[src/rtl/regfile_pkg.sv]
// Shared widths, source identifiers and the buffered writeback entry type
// for the register-file writeback path.
package regfile_pkg;
   localparam int REGISTER_WIDTH = 32;
   localparam int REG_ADDR_WIDTH = 5;
   localparam int NUM_REGS       = 2**REG_ADDR_WIDTH;

   localparam logic SRC_ALU = 1'b0;
   localparam logic SRC_LSU = 1'b1;

   typedef struct packed {
      logic                      valid;
      logic [REG_ADDR_WIDTH-1:0] rd;
      logic [REGISTER_WIDTH-1:0] data;
   } wb_entry_t;
endpackage

[src/rtl/wb_slot.sv]
// One-entry writeback buffer: accepts from one producer, is drained by the
// arbiter grant, and may drain and reload on the same edge.
module wb_slot
   import regfile_pkg::*;
(
   input  logic                      clk,
   input  logic                      rst,
   input  logic                      in_valid,
   input  logic [REG_ADDR_WIDTH-1:0] in_rd,
   input  logic [REGISTER_WIDTH-1:0] in_data,
   input  logic                      grant,
   output logic                      ready,
   output logic                      load,
   output wb_entry_t                 entry
);
   assign ready = !entry.valid | grant;

   // Writes to x0 complete the handshake but are dropped here.
   assign load = in_valid & ready & (in_rd != '0);

   always_ff @(posedge clk or posedge rst) begin
      if (rst) begin
         entry <= '0;
      end else if (load) begin
         // NOTE: non-blocking assignments for all clocked state so every
         // flop samples pre-edge values regardless of block ordering.
         entry <= '{valid: 1'b1, rd: in_rd, data: in_data};
      end else if (grant) begin
         entry.valid <= 1'b0;
      end
   end
endmodule

[src/rtl/regfile_writeback.sv]
// Writeback initiator: buffers ALU and LSU results, arbitrates oldest-first
// with round-robin tie-break, and drives a registered regfile write port.
module regfile_writeback #(
   parameter int REGISTER_WIDTH = regfile_pkg::REGISTER_WIDTH,
   parameter int REG_ADDR_WIDTH = regfile_pkg::REG_ADDR_WIDTH
) (
   input  logic                         clk,
   input  logic                         rst,
   input  logic                         start,
   input  logic                         alu_valid,
   output logic                         alu_ready,
   input  logic [REG_ADDR_WIDTH-1:0]    alu_rd,
   input  logic [REGISTER_WIDTH-1:0]    alu_data,
   input  logic                         lsu_valid,
   output logic                         lsu_ready,
   input  logic [REG_ADDR_WIDTH-1:0]    lsu_rd,
   input  logic [REGISTER_WIDTH-1:0]    lsu_data,
   output logic                         rf_we,
   output logic [REG_ADDR_WIDTH-1:0]    rf_rd_addr,
   output logic [REGISTER_WIDTH-1:0]    rf_rd_data,
   output logic [2**REG_ADDR_WIDTH-1:0] pending_mask,
   output logic                         idle
);
   import regfile_pkg::*;

   wb_entry_t slot0, slot1, out_q;
   logic      load0, load1, grant0, grant1;
   logic      older0, older1, rr_ptr, tie, stay0, stay1;

   wb_slot u_slot0 (
      .clk(clk), .rst(rst), .in_valid(alu_valid), .in_rd(alu_rd), .in_data(alu_data),
      .grant(grant0), .ready(alu_ready), .load(load0), .entry(slot0)
   );

   wb_slot u_slot1 (
      .clk(clk), .rst(rst), .in_valid(lsu_valid), .in_rd(lsu_rd), .in_data(lsu_data),
      .grant(grant1), .ready(lsu_ready), .load(load1), .entry(slot1)
   );

   always_comb begin
      // NOTE: defaults first so every path assigns every output; no latches.
      grant0 = 1'b0;
      grant1 = 1'b0;
      tie    = slot0.valid & slot1.valid & (older0 == older1);
      if (start) begin
         if (slot0.valid & slot1.valid) begin
            if (tie) begin
               grant0 = (rr_ptr == SRC_ALU);
               grant1 = (rr_ptr == SRC_LSU);
            end else begin
               grant0 = older0;
               grant1 = older1;
            end
         end else begin
            grant0 = slot0.valid;
            grant1 = slot1.valid;
         end
      end
   end

   assign stay0 = slot0.valid & !grant0;
   assign stay1 = slot1.valid & !grant1;

   // A slot becomes "older" only when it stays full while the other one loads.
   always_ff @(posedge clk or posedge rst) begin
      if (rst) begin
         older0 <= 1'b0;
         older1 <= 1'b0;
         rr_ptr <= SRC_ALU;
      end else begin
         older0 <= !load0 & stay0 & (load1 | older0);
         older1 <= !load1 & stay1 & (load0 | older1);
         if (start & tie) rr_ptr <= ~rr_ptr;
      end
   end

   // With start low the output stage freezes so a pending write is not lost.
   always_ff @(posedge clk or posedge rst) begin
      if (rst) begin
         out_q <= '0;
      end else if (start) begin
         if (grant0)      out_q <= slot0;
         else if (grant1) out_q <= slot1;
         else             out_q.valid <= 1'b0;
      end
   end

   assign rf_we      = out_q.valid;
   assign rf_rd_addr = out_q.rd;
   assign rf_rd_data = out_q.data;

   always_comb begin
      pending_mask = '0;
      if (slot0.valid) pending_mask[slot0.rd] = 1'b1;
      if (slot1.valid) pending_mask[slot1.rd] = 1'b1;
      if (out_q.valid) pending_mask[out_q.rd] = 1'b1;
   end

   assign idle = !slot0.valid & !slot1.valid & !out_q.valid;
endmodule
[config.mk]
export PLATFORM = sky130hd
export DESIGN_NAME = regfile_writeback
export DESIGN_NICKNAME = d
export VERILOG_FILES = /design/src/rtl/regfile_pkg.sv /design/src/rtl/wb_slot.sv /design/src/rtl/regfile_writeback.sv
export SDC_FILE = /design/constraint.sdc
export NUM_CORES = 1
export LEC_CHECK = 0
export BUFFER_PORTS_ARGS = -buffer_cell sky130_fd_sc_hd__buf_4
export CORE_ASPECT_RATIO = 1.4
export CORE_MARGIN = 10
export CORE_UTILIZATION = 40
export CTS_CLUSTER_DIAMETER = 100
export DETAILED_ROUTE_END_ITERATION = 7
export PLACE_DENSITY_LB_ADDON = 0.25
export SLEW_MARGIN = 15
export SYNTH_ARGS = -nofsm -noshare
export SYNTH_HDL_FRONTEND = slang
export SYNTH_SLANG_ARGS = --single-unit
[constraint.sdc]
create_clock -name clk -period 3.4 [get_ports clk]
set_clock_uncertainty 0.15 [all_clocks]
set_input_delay 0.34 -clock clk [delete_from_list [all_inputs] [get_ports clk]]
set_output_delay 0.34 -clock clk [all_outputs]
set_load 0.005 [all_outputs]
== Word level (Yosys, flattened, before mapping) ==
Index checks and enable logic that the tools add are counted.
Operators by class
  order comparisons: 6
  eq/ne operators: 1
  reductions and logical operators: 16
  bitwise logic cells: 22
  mux-type cells: 22
Operators with widths (number)
  32-bit 2-to-1 mux: 3
  32-bit OR: 2
  38-bit 2-to-1 mux: 1
  37-bit 2-to-1 mux: 1
  5-bit by 6-bit < comparator with 1-bit output (second input constant): 3
  1-bit AND: 15
  1-bit demux with 5-bit select: 3
  5-bit by 1-bit >= comparator with 1-bit output (second input constant): 3
  1-bit 2-to-1 mux: 14
  5-bit nonzero test: 2
  1-bit logical NOT: 7
  2-bit nonzero test: 3
  1-bit OR: 4
  1-bit logical AND: 3
  2-bit AND reduction: 1
  1-bit equality test: 1
  1-bit inverter: 1
Storage, ports and cells
  register bits after elaboration: 117
  logic and storage cells: 79
  output and inout bits: 73

== Depth between registers and ports, before layout ==
Gate-level depths: netlist of the first run.
  word-level depth: 11
  mapped depth: 7

== Modules after synthesis ==
From an unflattened synthesis of the first run, not the netlist that was laid out.
Unflattened totals
  cells, all modules: 554
  area, all modules: 5632.9 um2
By module, submodules not included
  wb_slot: instances 2, area an instance 1465.2 um2, cells an instance 87
  regfile_writeback: instances 1, area an instance 2702.6 um2, cells an instance 380

== Least setup slack after synthesis of the first run ==
No wires, ideal clock.
  path kind: in2reg
  start point: input alu_rd[1]
  end point: register u_slot0.entry[10] in the netlist's numbering
  arrival time: 1.720 ns
  required time: 3.125 ns
  stages: 6
  buffers on the path: 2
  slack: 1.405 ns
  path through: or4_1 o21ai_1 nor2b_4 buf_6 buf_6 mux2_4
On the way
  cells in the longest elaborated chain, start to end: 2
Ends and longest elaborated chain
  from (decl): RTL line regfile_writeback.sv:12  | input logic [REG_ADDR_WIDTH-1:0] alu_rd,
  5-bit nonzero test: RTL line wb_slot.sv:19  | assign load = in_valid & ready & (in_rd != '0);
  1-bit AND: RTL line wb_slot.sv:19
  to (signal assigned): RTL line wb_slot.sv:27  | entry <= '{valid: 1'b1, rd: in_rd, data: in_data};
  to (decl): RTL line wb_slot.sv:14  | output wb_entry_t entry
No other way between the ends.
A chain may end at the register's enable or synchronous reset.

== Worst setup path in the final report of the first run ==
  start point: register older1
  end point: register u_slot1.entry[14] in the netlist's numbering
On the way
  cells in the longest elaborated chain, start to end: 8
Ends and longest elaborated chain
  from (decl): RTL line regfile_writeback.sv:28  | logic older0, older1, rr_ptr, tie, stay0, stay1;
  from (signal assigned): RTL line regfile_writeback.sv:72  | older1 <= !load1 & stay1 & (load0 | older1);
  1-bit equality test: RTL line regfile_writeback.sv:44  | tie = slot0.valid & slot1.valid & (older0 == older1);
  1-bit AND: RTL line regfile_writeback.sv:44
  1-bit 2-to-1 mux *: RTL line regfile_writeback.sv:47  | if (tie) begin
  1-bit 2-to-1 mux *: RTL line regfile_writeback.sv:46  | if (slot0.valid & slot1.valid) begin
  1-bit 2-to-1 mux *: RTL line regfile_writeback.sv:45  | if (start) begin
  1-bit OR *: RTL line wb_slot.sv:16  | assign ready = !entry.valid | grant;
  1-bit AND * (2 in series): RTL line wb_slot.sv:19
  to (signal assigned): RTL line wb_slot.sv:27
  to (decl): RTL line wb_slot.sv:14
Every way passes the cells marked *; elsewhere a longest branch is shown, timed or not.

==> results.json, run 1 <==
{
  "run_status": "finished, final reports clean",
  "fin_setup_tns_ns": 0,
  "grt_use_met3_pct": 6.416,
  "synth_xor_area_share_pct": 0.3200,
  "row_count": 50,
  "fin_crit_ns": 2.666,
  "crit_slowest_cell": "nor2b_4",
  "hold_violations": 0,
  "dieArea_um2": 18830,
  "crit_path_max_incr_delay_ns": 0.53,
  "drive_gt1_share_pct": 40.72,
  "antenna_found_initial": 0,
  "synth-compound-area-share_pct": 11.68,
  "grt_pass1_vias": 5011,
  "synthArstFlopShare_pct": 100.0,
  "ir_drop_uv": 449.2,
  "yosys.area.top_type_share_pct": 53.49,
  "ant_nets": 0,
  "pwr-share-seq_pct": 36.7,
  "synth_adder_area_share_pct": 0,
  "worst_pin_slew_ns": 1.191,
  "use_met1_pct": 19.09,
  "synth_area_um2": 5474,
  "synthSimpleGateAreaFrac_pct": 14.93,
  "grt_usage_pct": 17.77,
  "holdCritPathClass": "input port to flip-flop",
  "p_sw_uw": 2502,
  "swShare_pct": 34.17,
  "htree_levels": 4,
  "post_drt_wl_per_cell_um": 19.73,
  "vias": 4544,
  "cts_buffers": 17,
  "fillers": 1232,
  "clk_latency_ns": 0.40,
  "antennaDiodeCount": 0,
  "fmax_mhz": 375.0,
  "cts.clk_slew.worst_paths_ns": 0.05,
  "p_total_uw": 7323,
  "pwr-share-clk_pct": 25.5,
  "pin_count": 152,
  "io_buffers": 151,
  "die_x_um": 118.9,
  "synth-seq-area-share_pct": 53.49,
  "layout_commonest_cell": "buf_4",
  "comb_power_share_pct": 37.8,
  "initial_core_util_pct": 40.89,
  "synth_edf_count": 0,
  "core_area_um2": 13390,
  "hold_slack_ns": 0.01555,
  "cts_tree": "yes",
  "maxCapViolCount": 0,
  "grt_pass1_wl_um": 26550,
  "grt-busiest-layer": "met2",
  "fin_crit_sh_pct": 78.42,
  "synthMuxAreaShare_pct": 16.05,
  "met2_usage_pct": 32.24,
  "finalNetCount": 735,
  "grt_max_degree": 68,
  "drt-total-wl_um": 16770,
  "root_buffer": "clkbuf_16",
  "critical_path_peak_fanout": 23,
  "finalSetupViolations": 0,
  "synth_cell_type_count": 34,
  "synth_top_area_cell": "dfrtp_1",
  "netlist_instances": 502,
  "p_per_area_nw_per_um2": 978.5,
  "worstSetupEndpointType": "flip-flop",
  "post_cts_resized": 0,
  "syn-num-nets": 581,
  "rsz0062_at_grt": "false",
  "clock_sinks": 117,
  "path_cells": "a21boi_0 > o221ai_1 > nor2b_4 > buf_4 > mux2_2",
  "synth_top_family_by_area": "multiplexers",
  "cts_buffer_depth": 2,
  "synth_area_leaders": "dfrtp_1, mux2_2, nand2_1",
  "overflow": 0,
  "dr.pass1.iters": 5,
  "vias_per_cell": 5.346,
  "place_congestion": 0.8832,
  "relSlewSlack_pct": 20.32,
  "internal_power_uw": 4820,
  "maxSlewViolCount": 0,
  "drt_iter0_drc": 362,
  "synth-main-ff-cell": "dfrtp_1",
  "dp_hpwl_um": 12150,
  "cp.arrival_ns": 2.80,
  "synth_area_per_cell_um2": 10.90,
  "critical_path_class": "flip-flop to flip-flop",
  "syn2layout_area_growth_pct": 36.71,
  "dieHeight_um": 158.4,
  "leakagePower_uw": 0.003660,
  "yosysWarnings": 0,
  "layout_common_cells": "buf_4, nand2_1, dfrtp_1, a22oi_1, mux2_2",
  "drc": 0,
  "worst_setup_path_start_kind": "flip-flop",
  "rrSetupSlack_ns": 0.73,
  "cp.required_ns": 3.53,
  "ys_ff_latch": 117
}
-- synth_stat cells (2+ instances only) --
library cell and count:
and3b_1 2, nor3b_1 12, buf_2 2, o21ai_0 6
inv_1 10, xnor2_1 2, nand2_1 141, a222oi_1 3
nor2_1 7, o21ba_2 2, nand3_1 2, mux2_2 53
a22oi_1 66, nor3_1 9, mux2_4 18, and3_1 8
dfrtp_1 117, buf_6 5, clkbuf_1 21, or4_1 2
-- power groups by stage --
stage / registers, uW / logic (uW) / clock network, uW
3_3_place_gp: 2670 / 2710 / 0
4_1_cts: 2680 / 2800 / 1900
3_5_place_dp: 2680 / 2790 / 0
5_1_grt: 2790 / 3030 / 1970
6_report: 2690 / 2770 / 1870
2_1_floorplan: 2460 / 1770 / 0
-- per-stage QoR --
stage	cell area, um2	std cells	worst slack (ns)	util [%]
after floorplan	5478	502	1.405	-
after global placement	6808	816	0.9332	50.85
after detailed placement	6808	816	0.7432	50.85
after CTS	7436	847	0.7209	55.54
after global routing	7483	850	0.5507	55.90
final	7483	850	0.7337	55.90
-- kinds of logic after synthesis --
family	Yosys count
and+or+nand+nor	187
DFF	117
xor gates and xnor gates	2
AOI/OAI and AO/OA	84
muxes	72
buffers and inverters	40
-- cell type report --
cell class,instances,area [um2],area share (%)
Tap cell,182,227.7,3.043
Timing Repair Buffer,165,1276,17.05
Inverter,10,41.29,0.5517
Clock buffer,23,508.0,6.788
Sequential cell,117,2928,39.12
Multi-Input combinational cell,345,2382,31.83
Clock inverter,8,120.1,1.605
-- final timing paths --
kind | startpoint | end | depth (start not counted)
worst min-delay path | alu_data[25] | u_slot0.entry[25]$_DFFE_PP0P_ | 2
min in group asynchronous | rst | rf_rd_data[20]$_DFFE_PP0P_ | 3
worst min register to register | u_slot1.entry[24]$_DFFE_PP0P_ | rf_rd_data[24]$_DFFE_PP0P_ | 2
max in group asynchronous | rst | rf_rd_data[0]$_DFFE_PP0P_ | 5
worst max register to register | older1$_DFF_PP0_ | u_slot1.entry[14]$_DFFE_PP0P_ | 5
worst max-delay path | older1$_DFF_PP0_ | u_slot1.entry[14]$_DFFE_PP0P_ | 5
-- critical path, delay by kind of cell, from the launching register on --
| kind | cells | cell delay, ns |
|---|---|---|
| flip-flops | 1 | 0.45 |
| buffers and inverters | 1 | 0.41 |
| multiplexers | 1 | 0.38 |
| AND/OR/NAND/NOR | 1 | 0.53 |
| AO/OA/AOI/OAI | 2 | 0.62 |
-- layer usage --
layer / vias to the layer above / part of all wire [%]
met3: 21 / 7.0
li1: 2077 / -
met5: - / 0
met4: 0 / 1.3
met2: 191 / 52
met1: 2255 / 39
-- flip-flops by register name, indices dropped and copies added, names as in the netlist --
name           flops
rf_rd_data        32
u_slot1.entry     38
u_slot0.entry     38
older1             1
rf_rd_addr         5
older0             1
rr_ptr             1
rf_we              1
-- timing repair --
action / CTS / global route
hold buffers: 0 / 2
setup buffers: 0 / 0
hold endpoints to repair: 0 / 28
No activity file was read; power rests on OpenSTA's default activity.
==> inputs of run 2 (changes only) <==
- clock period: 3.4 -> 2.2 ns (I/O delays scaled with it)
==> results.json, run 2 (synthesized netlist as in run 1, its figures left out) <==
{
  "run_status": "finished with violations",
  "violations": "negative setup slack",
  "final_area_um2": 8384,
  "cts_buffer_depth": 2,
  "layout_commonest_cell": "buf_4",
  "grt_pass1_vias": 5257,
  "drc": 0,
  "layout_common_cells": "buf_4, nand2_1, dfrtp_1, dlygate4sd3_1, a22oi_1",
  "fin_util_pct": 62.63,
  "core_area_um2": 13390,
  "overflow": 0,
  "maxSlewViolCount": 0,
  "ant_nets": 0,
  "dp_hpwl_um": 11840,
  "row_count": 50,
  "drive_gt1_share_pct": 38.71,
  "vias": 4876,
  "finalNetCount": 823,
  "antenna_found_initial": 0,
  "cts.clk_slew.worst_paths_ns": 0.05,
  "relSlewSlack_pct": 58.44,
  "cts_buffers": 17,
  "vias_per_cell": 5.193,
  "cp.required_ns": 1.83,
  "maxCapViolCount": 0,
  "worst_pin_slew_ns": 0.6234,
  "p_per_area_nw_per_um2": 1381,
  "worst_setup_path_start_kind": "flip-flop",
  "root_buffer": "clkbuf_16",
  "cp.arrival_ns": 1.85,
  "cts_tree": "yes",
  "dieHeight_um": 158.4,
  "grt_pass1_wl_um": 27510,
  "io_buffers": 151,
  "post_drt_wl_per_cell_um": 18.31,
  "ir_drop_uv": 743.2,
  "drt-total-wl_um": 17190,
  "place_area_um2": 6955,
  "htree_levels": 4,
  "hold_violations": 0,
  "holdCritPathClass": "input port to flip-flop",
  "antennaDiodeCount": 0,
  "clock_sinks": 117,
  "die_x_um": 118.9,
  "fin_crit_sh_pct": 100.7,
  "dieArea_um2": 18830,
  "cts_setup_buffers": 0,
  "crit_slowest_cell": "dfrtp_1",
  "worstSetupEndpointType": "output port",
  "post-place-cells": 829,
  "leakagePower_uw": 0.004028,
  "grt_usage_pct": 18.04,
  "critical_path_peak_fanout": 7,
  "dr.pass1.iters": 5,
  "initial_core_util_pct": 40.89,
  "finalSetupViolations": 2,
  "final_cells": 939,
  "grt_max_degree": 118,
  "path_cells": "inv_1 > nor3_1 > a22oi_1 > nand2_1 > buf_4",
  "crit_path_max_incr_delay_ns": 0.45,
  "critical_path_class": "flip-flop to output port",
  "hold_slack_ns": 0.08085,
  "fin_crit_ns": 2.216,
  "syn2layout_area_growth_pct": 53.17,
  "place_congestion": 0.8764,
  "setup_ws_ns": -0.01645,
  "clk_latency_ns": 0.40,
  "pin_count": 152,
  "drt_iter0_drc": 353,
  "fmax_mhz": 451.2,
  "rsz0062_at_grt": "true"
}
==> run 2: cell count changes in the layout (fill, tap and decap cells not counted), sizes merged <==
cell | previous run | this run
buf | 163 | 175
clkinvlp | 3 | 4
clkinv | 3 | 2
clkbuf | 23 | 24
dlygate4sd3 | 2 | 78
==> run 2: cell type report <==
class / count / area (um2)
clock buffers: 24 / 481.7
clock inverters: 8 / 122.6
repair buffers: 253 / 2157
multi-input cells: 345 / 2422
flip-flops and latches: 117 / 2932
fillers: 1087 / 5004
well taps: 182 / 227.7
inverters: 10 / 41.29
==> run 2: timing repair <==
| action | 4_1_cts | 5_1_grt |
|---|---|---|
| endpoints found under the hold margin | 192 | 0 |
| pin swaps | 1 | 0 |
| gates resized for setup | 4 | 10 |
| setup endpoints to repair | 2 | 56 |
| gates cloned | 0 | 0 |
| hold buffers | 78 | 0 |
==> run 2: where the power goes <==
group	total [uW]	switching [uW]	internal, uW
clock network	2780	911	1870
registers	4160	911	3240
logic	4650	2110	2530
==> run 2: path summary, 6_finish.rpt <==
path                                                     from                             to  slack [ns]  cells after the start
worst min-delay path                                alu_rd[1]  u_slot0.entry[37]$_DFFE_PP0P_        0.08                      4
max in group asynchronous                                 rst      rf_rd_addr[4]$_DFFE_PP0P_        1.02                      4
worst max-delay path            u_slot1.entry[35]$_DFFE_PP0P_                pending_mask[8]       -0.02                      5
worst min register to register   u_slot1.entry[1]$_DFFE_PP0P_      rf_rd_data[1]$_DFFE_PP0P_        0.31                      2
min in group asynchronous                                 rst  u_slot0.entry[19]$_DFFE_PP0P_        0.39                      4
worst max register to register               older1$_DFF_PP0_  u_slot1.entry[35]$_DFFE_PP0P_        0.10                      7
==> run 2: per-layer routing <==
layer | up-vias | track usage [%] | routed length [um] | part of all wire [%]
li1 | 2257 | - | - | -
met1 | 2420 | 20.80 | 6998 | 41
met2 | 184 | 31.94 | 9012 | 52
met3 | 15 | 4.963 | 993 | 5.8
met4 | 0 | 5.423 | 189 | 1.1
met5 | - | 0 | 0 | 0
==> run 2: critical path, delay by kind of cell (launching register included) <==
family                 cells  cell delay [ns]
AND/OR/NAND/NOR            2             0.58
flip-flops                 1             0.45
buffers and inverters      2             0.23
AO/OA/AOI/OAI              1             0.20
==> run 2: through the flow <==
step	worst slack, ns	setup TNS (ns)	power, uW
2_1_floorplan	0.2243	0	6526
3_3_place_gp	0.1596	0	8473
3_5_place_dp	0.1281	0	8628
4_1_cts	-0.003981	-0.003981	11600
5_1_grt	-0.05363	-0.3573	12280
6_report	-0.01645	-0.01984	11580
==> inputs of run 3 (changes only) <==
--- a/config.mk
+++ b/config.mk
@@ -10,5 +10,5 @@
 export CORE_MARGIN = 10
 export CORE_UTILIZATION = 40
-export CTS_CLUSTER_DIAMETER = 100
+export CTS_CLUSTER_DIAMETER = 150
 export DETAILED_ROUTE_END_ITERATION = 7
 export PLACE_DENSITY_LB_ADDON = 0.25
==> constraint.sdc (replaced) <==
create_clock -name clk -period 2.2 [get_ports clk]
set_clock_uncertainty 0.15 [all_clocks]
set_input_delay 0 -clock clk [delete_from_list [all_inputs] [get_ports clk]]
set_output_delay 0 -clock clk [all_outputs]
set_load 0.005 [all_outputs]
==> results.json, run 3 (synthesized netlist as in run 1, its figures left out) <==
{
  "run_status": "finished, final reports clean",
  "io_buffers": 151,
  "holdCritPathClass": "input port to async pin",
  "layout_commonest_cell": "buf_4",
  "critical_path_class": "flip-flop to flip-flop",
  "pwr-share-seq_pct": 36.0,
  "die_x_um": 118.9,
  "core_area_um2": 13390,
  "drc": 0,
  "dr.pass1.iters": 7,
  "comb_power_share_pct": 39.6,
  "post-place-cells": 827,
  "p_sw_uw": 3980,
  "maxCapViolCount": 0,
  "maxSlewViolCount": 0,
  "syn2layout_area_growth_pct": 51.98,
  "p_total_uw": 11530,
  "cts_buffer_depth": 2,
  "root_buffer": "clkbuf_16",
  "dieHeight_um": 158.4,
  "vias": 4877,
  "cp.arrival_ns": 2.21,
  "critical_path_peak_fanout": 14,
  "pin_count": 152,
  "grt_max_degree": 118,
  "cts_buffers": 17,
  "antennaDiodeCount": 0,
  "initial_core_util_pct": 40.89,
  "final_cells": 938,
  "drt-total-wl_um": 17640,
  "drt_iter0_drc": 282,
  "dp_hpwl_um": 11920,
  "drive_gt1_share_pct": 37.57,
  "post_drt_wl_per_cell_um": 18.81,
  "ant_nets": 0,
  "worst_setup_path_start_kind": "flip-flop",
  "swShare_pct": 34.52,
  "worst_pin_slew_ns": 0.6625,
  "dieArea_um2": 18830,
  "ir_drop_uv": 744.4,
  "fmax_mhz": 481.2,
  "overflow": 0,
  "fin_util_pct": 62.14,
  "cts_tree": "yes",
  "row_count": 50,
  "grt_pass1_wl_um": 28280,
  "hold_slack_ns": 0.1335,
  "cts.clk_slew.worst_paths_ns": 0.06,
  "finalNetCount": 822,
  "finalSetupViolations": 0,
  "internal_power_uw": 7551,
  "fin_crit_sh_pct": 94.47,
  "fin_setup_tns_ns": 0,
  "r2r_cells": 5,
  "fin_crit_ns": 2.078,
  "antenna_found_initial": 0,
  "worstSetupEndpointType": "flip-flop",
  "clk_latency_ns": 0.40,
  "hold_violations": 0,
  "vias_per_cell": 5.199,
  "pwr-share-clk_pct": 24.4,
  "rsz0062_at_grt": "false",
  "p_per_area_nw_per_um2": 1386,
  "grt_pass1_vias": 5281,
  "relSlewSlack_pct": 55.67,
  "leakagePower_uw": 0.004010,
  "layout_common_cells": "buf_4, nand2_1, dfrtp_1, dlygate4sd3_1, a22oi_1",
  "place_congestion": 0.8583,
  "htree_levels": 4,
  "clock_sinks": 117,
  "cp.required_ns": 2.33,
  "grt_usage_pct": 18.72
}
[run 3: changes by cell type in the layout (fill, tap and decap cells not counted), moves of 2 or more]
cell	previous run	this run
nor3b_1	8	12
nor3b_2	4	0
buf_12	5	3
clkbuf_1	4	1
dfrtp_2	3	0
dfrtp_1	114	117
o21ai_1	0	2
[run 3: power by group through the flow]
stage                     clock (uW)  combinational [uW]  sequential [uW]
after floorplan                    0                2730             3800
after global placement             0                4330             4100
after detailed placement           0                4450             4150
after CTS                       2850                4580             4140
after global routing            2960                5000             4290
final                           2810                4560             4150
[run 3: path summary, 6_finish.rpt]
check | start | end | slack [ns]
setup / recovery | rr_ptr$_DFFE_PP0P_ | u_slot0.entry[30]$_DFFE_PP0P_ | 0.12
hold / removal | rst | u_slot1.entry[18]$_DFFE_PP0P_ | 0.13
setup reg to reg | rr_ptr$_DFFE_PP0P_ | u_slot0.entry[30]$_DFFE_PP0P_ | 0.12
hold reg to reg | u_slot1.entry[4]$_DFFE_PP0P_ | rf_rd_data[4]$_DFFE_PP0P_ | 0.31
max in group asynchronous | rst | u_slot1.entry[15]$_DFFE_PP0P_ | 1.21
min in group clk | lsu_data[20] | u_slot1.entry[20]$_DFFE_PP0P_ | 0.22
[run 3: timing repair]
item	in CTS	in global routing
hold endpoints to repair	195	0
hold buffers	79	0
gates resized for setup	0	4
setup endpoints to repair	0	4
buffers inserted	0	0
[run 3: per-stage QoR]
stage	instance area (um2)	setup slack, ns
after floorplan	5478	0.2243
after global placement	6915	0.2199
after detailed placement	6915	0.1384
after CTS	8315	0.04491
after global routing	8319	0.01608
final	8319	0.1217
[run 3: worst max-delay path: stages (launching register included)]
cell      delay [ns]
dfrtp_1         0.43
o21bai_1        0.30
a311o_1         0.25
nor2b_4         0.20
buf_4           0.26
mux2_2          0.37
[run 3: routing by layer]
layer  vias up  GRT usage (%)  wire (um)
met5         -              0          0
met4         0          6.647        346
met3        32          5.884       1168
met2       207          33.11       9103
met1      2385          20.79       7024
li1       2253              -          -
[run 3: final cells by class]
cell class              count  area (um2)
well taps                 182       227.7
multi-input cells         345        2386
inverters                  10       41.29
clock inverters            12       152.6
flip-flops and latches    117        2928
clock buffers              20       456.7
repair buffers            252        2127
fillers                  1075        5069
